`config.mk`:
```
export PLATFORM = sky130hd
export DESIGN_NAME = ram_sync_dp_be
export DESIGN_NICKNAME = d
export VERILOG_FILES = /design/src/rtl/ram_sync_dp_be.sv
export SDC_FILE = /design/constraint.sdc
export NUM_CORES = 1
export LEC_CHECK = 0
export CAP_MARGIN = 20
export CORE_MARGIN = 3
export CORE_UTILIZATION = 35
export DETAILED_ROUTE_END_ITERATION = 12
export GPL_TIMING_DRIVEN = 1
export SLEW_MARGIN = 5
export SYNTH_ARGS = -nofsm -noshare
export SYNTH_HDL_FRONTEND = slang
export SYNTH_SLANG_ARGS = --single-unit
```
`constraint.sdc`:
```
create_clock -name clock -period 2.65 [get_ports clock]
set_input_delay 0.795 -clock clock [delete_from_list [all_inputs] [get_ports clock]]
set_output_delay 0.795 -clock clock [all_outputs]
set_load 0.01 [all_outputs]
```
`src/rtl/ram_sync_dp_be.sv`:
```
// Simple-dual-port synchronous RAM with byte write enables, a registered read port
// with a valid strobe, selectable read-during-write data and an optional zero-fill sweep.
module ram_sync_dp_be #(
    parameter int AWIDTH    = 3,
    parameter int DWIDTH    = 32,
    parameter int RDW_MODE  = 0,
    parameter int INIT_ZERO = 1,
    localparam int DEPTH    = 1 << AWIDTH,
    localparam int NBYTES   = DWIDTH / 8
) (
    input  logic              clock,
    input  logic              reset,
    output logic              init_busy,
    input  logic              we,
    input  logic [AWIDTH-1:0] waddr,
    input  logic [DWIDTH-1:0] din,
    input  logic [NBYTES-1:0] wbe,
    input  logic              re,
    input  logic [AWIDTH-1:0] raddr,
    output logic [DWIDTH-1:0] dout,
    output logic              dout_valid
);

    if (DWIDTH % 8 != 0) begin : g_bad_width
        $fatal(1, "ram_sync_dp_be: DWIDTH must be a multiple of 8");
    end

    typedef enum logic {
        S_INIT  = 1'b0,
        S_READY = 1'b1
    } state_t;

    localparam logic [AWIDTH-1:0] LAST_ADDR = AWIDTH'(DEPTH - 1);

    logic [DWIDTH-1:0] mem [DEPTH];

    state_t            state_q, state_d;
    logic [AWIDTH-1:0] cnt_q, cnt_d;
    logic [DWIDTH-1:0] dout_q, dout_d;
    logic              dout_valid_q, dout_valid_d;

    logic              mem_we;
    logic [AWIDTH-1:0] mem_addr;
    logic [NBYTES-1:0] mem_be;
    logic [DWIDTH-1:0] mem_wdata;
    logic [DWIDTH-1:0] rd_old;
    logic [DWIDTH-1:0] rd_merged;

    always_comb begin
        state_d      = state_q;
        cnt_d        = cnt_q;
        dout_d       = dout_q;
        dout_valid_d = 1'b0;
        mem_we       = 1'b0;
        mem_addr     = waddr;
        mem_be       = wbe;
        mem_wdata    = din;

        rd_old    = mem[raddr];
        rd_merged = rd_old;
        for (int i = 0; i < NBYTES; i++) begin
            if (wbe[i]) begin
                rd_merged[8*i +: 8] = din[8*i +: 8];
            end
        end

        case (state_q)
            S_INIT: begin
                // Sweep owns the write port; user requests are dropped.
                mem_we    = 1'b1;
                mem_addr  = cnt_q;
                mem_be    = '1;
                mem_wdata = '0;
                cnt_d     = cnt_q + AWIDTH'(1);
                dout_d    = '0;
                if (cnt_q == LAST_ADDR) begin
                    state_d = S_READY;
                end
            end
            S_READY: begin
                mem_we = we;
                if (re) begin
                    dout_valid_d = 1'b1;
                    if (RDW_MODE == 1 && we && (waddr == raddr)) begin
                        dout_d = rd_merged;
                    end else begin
                        dout_d = rd_old;
                    end
                end
            end
            default: begin
                state_d = S_READY;
            end
        endcase
    end

    always_ff @(posedge clock or posedge reset) begin
        if (reset) begin
            state_q      <= (INIT_ZERO != 0) ? S_INIT : S_READY;
            cnt_q        <= '0;
            dout_q       <= '0;
            dout_valid_q <= 1'b0;
        end else begin
            state_q      <= state_d;
            cnt_q        <= cnt_d;
            dout_q       <= dout_d;
            dout_valid_q <= dout_valid_d;
        end
    end

    // Storage is not reset; the reset gate keeps a write from landing while held in reset.
    always_ff @(posedge clock) begin
        for (int i = 0; i < NBYTES; i++) begin
            if (mem_we && !reset && mem_be[i]) begin
                mem[mem_addr][8*i +: 8] <= mem_wdata[8*i +: 8];
            end
        end
    end

    assign init_busy  = (state_q == S_INIT);
    assign dout       = dout_q;
    assign dout_valid = dout_valid_q;

endmodule

```
==> flow_summary_export.csv <==
group,metric,value,unit
die,die-area,36560,um2
synthesis,synthFlopType,"edfxtp_1",
sta,tightest_slew,0.9339,ns
pwr,p_leak,5.027,nW
cts,cts_setup_buffers,0,
global_routing,grt_antenna_before_repair,0,
critical_path,worst_ep_arrival_time,1.70,ns
critical_path,endpoint,"init_busy",
sta,max_freq,401.2,MHz
detailed_routing,wl_per_cell,20.37,um
synthesis,ys_warn_count,0,
synthesis,synthDominantCellAreaShare,64.03,%
sta,rsz0062_at_grt,"no",
outcome,status,"complete, no violations",
place,dp_hpwl,17320,um
finish,layout-drive-gt1-share,23.69,%
synthesis,synth_seq_area_share,71.75,%
die,core-area,33700,um2
critical_path,critical_path_required,1.86,ns
detailed_routing,viasPerCell,4.974,
sta,finalMaxSlewViolations,0,
synthesis,ys_types,40,
sta,clock_skew,0.008908,ns
die,die_w,191.2,um
finish,nNetsFinal,864,
sta,hold_viol,0,
critical_path,regToRegEndpoint,"mem[1][21]$_DFFE_PP_",
global_routing,grt_pass1_vias,6692,
sta,relSlewSlack,37.74,%
synthesis,synth_fp_nets,729,
detailed_routing,drtIter0Drc,433,
critical_path,path_cells,"inv_1, clkdlybuf4s50_1",
critical_path,path_buf_inv,2,
global_routing,grt_max_degree,52,
detailed_routing,vias,6406,
global_routing,track_usage,14.58,%
min_path,hp-class,"flop to flop",
critical_path,r2r_start,"state_q$_DFF_PP0_",
detailed_routing,route.met2.wl,12830,um
place,place.port_buffers,79,
place,dp_slack,-0.002701,ns
sta,period_needed,2.492,ns
detailed_routing,routed_wl,26240,um
critical_path,critical_path_peak_fanout,10,
critical_path,endpoint_kind,"primary output",
finish,antenna_cells,0,
detailed_routing,remaining_drc_errors,0,
critical_path,max_stage_delay,0.56,ns
detailed_routing,wl_met1,11350,um
cts,postCtsHoldBufs,0,
place,place_congestion,0.7650,
detailed_routing,met3_length,1340,um
cts,cts.sinks,293,
die,num_rows,67,
die,start_util,35.62,%
sta,timing.hold.ws,0.4752,ns
cts,clk_pin_slew_worst_paths,0.06,ns
critical_path,start_kind,"flop",
job,cap_violations,0,
global_routing,grt.overflow.total,0,
critical_path,r2r_setup_slack,0.45,ns
pwr,p_per_area,688.1,nW/um2
critical_path,cp.depth,2,
detailed_routing,first_pass_iters,5,
die,die_h,191.2,um
synthesis,synth_area_leaders,"edfxtp_1, dfrtp_1, mux4_2",
cts,numCtsBuffers,31,
global_routing,grt_pass1_wl,40450,um
synthesis,yosysTopAreaCell,"edfxtp_1",
cts,htreeDepth,1,
detailed_routing,drtAntennaViolNets,0,
critical_path,startpoint,"state_q$_DFF_PP0_",
die,ios,80,
pwr,ir_worst_vdd,454.5,uV
finish,synthToLayoutAreaGrowth,22.02,%
cts,cts.repair.resized,0,
critical_path,path_class,"flop to primary output",
cts,root_buffer,"clkbuf_16",
critical_path,critPathSlowestCell,"clkdlybuf4s50_1",
cts,cts_tree,"done",
critical_path,crit_family,"buffers and inverters",
critical_path,r2r_cells,5,
synthesis,avgSynthCellArea,17.63,um2
synthesis,synthArstFlopShare,12.63,%
sta,timing.final.ws_setup,0.1576,ns
synthesis,syn_area,12010,um2
cts,clock_path_buffers,3,
synthesis,synth-edff-count,256,
sta,period_share,94.05,%
detailed_routing,highest_layer,"met4",
cts,clock_latency,0.54,ns
synthesis,synth_cells,681,
synthesis,synth-seq-cells,293,
sta,setup_violations,0,
-- cell families (layout without fill, tap and decap cells) --
kind of cell | count (synthesis) | in the layout | synth area share [%]
xor+xnor | 1 | 1 | 0.07297
mux | 85 | 85 | 11.93
fa+ha+maj | 2 | 2 | 0.2084
compound gates | 88 | 88 | 6.431
simple gates | 165 | 165 | 6.805
buf+inv | 47 | 206 | 2.804
flops | 293 | 293 | 71.75
-- tightest hold or removal path: stages (launching register included) --
cell and delay (ns):
dfrtp_1 0.34, nand2_1 0.05, o41ai_1 0.05
-- report_power, final --
group	total (mW)	switching, mW	internal (mW)	leakage, nW
combinational	0.723	0.371	0.352	1.78
clock	4.22	1.67	2.55	0.494
sequential	5.13	0.0389	5.09	2.75
-- flip-flops by register name, indices dropped and copies added, names as in the netlist --
signal and flops:
cnt_q 3, dout 32, dout_valid 1, mem 256, state_q 1
-- how the worst min path moves through the flow --
stage / startpoint / depth (start not counted) / end
finish: dout[4]$_DFFE_PP0P_ / 2 / dout[4]$_DFFE_PP0P_
CTS: dout[4]$_DFFE_PP0P_ / 2 / dout[4]$_DFFE_PP0P_
global route: dout[9]$_DFFE_PP0P_ / 2 / dout[9]$_DFFE_PP0P_
detailed placement: dout[4]$_DFFE_PP0P_ / 2 / dout[4]$_DFFE_PP0P_
floorplan: cnt_q[0]$_DFFE_PP0N_ / 1 / cnt_q[0]$_DFFE_PP0N_
global placement: dout[4]$_DFFE_PP0P_ / 2 / dout[4]$_DFFE_PP0P_
-- per-stage QoR --
step	util, %	total power [mW]	setup TNS (ns)	instance area, um2	std cells
finish	43.47	10.08	0	14650	1288
global route	43.47	10.45	0	14650	1288
CTS	43.47	10.21	0	14650	1288
detailed placement	40.47	5.967	-0.01287	13640	1231
global placement	40.47	5.960	0	13640	1231
floorplan	-	5.621	0	12010	681
-- layer usage --
layer,track usage (%),vias up
li1,-,2929
met2,24.15,176
met5,0,-
met3,2.182,43
met4,4.121,0
met1,20.08,3258
-- cell usage after synthesis (3+ instances only) --
cell and number:
mux2_4 25, nand2b_1 4, inv_1 5, a21o_1 8, o22ai_1 25, a211oi_1 8, and2_1 35, buf_2 8
nor2b_1 24, nand4_1 4, dfrtp_1 37, o41ai_1 7, a2111oi_0 8, clkbuf_1 17, nor2_1 53, nand2_1 37
buf_6 4, nand4b_1 4, edfxtp_1 256, mux2_1 25, mux4_1 6, a21oi_1 3, buf_4 4, buf_12 5
o31ai_2 25, mux4_2 26
-- cell type report --
class                           instances  area [um2]
Inverter                                5       18.77
Clock inverter                         19       197.7
Multi-Input combinational cell        341        3067
Tap cell                              448       560.5
Timing Repair Buffer                  144        1379
Sequential cell                       293        8615
Clock buffer                           38       812.0
Fill cell                            3025       19050
-- layout by cell type (no fill, tap or decap), types with 8 or more instances in the layout --
master / synthesis / routed
clkdlybuf4s50_1: 0 / 76
mux2_4: 25 / 25
o22ai_1: 25 / 25
mux4_2: 26 / 26
a211oi_1: 8 / 8
mux2_1: 25 / 25
and2_1: 35 / 35
dfrtp_1: 37 / 36
buf_12: 5 / 9
buf_4: 4 / 57
nand2_1: 37 / 36
nor2_1: 53 / 53
o31ai_2: 25 / 25
clkbuf_16: 0 / 31
edfxtp_1: 256 / 256
nor2b_1: 24 / 23
a21o_1: 8 / 8
Note: power is estimated with default switching activity, not from simulation.
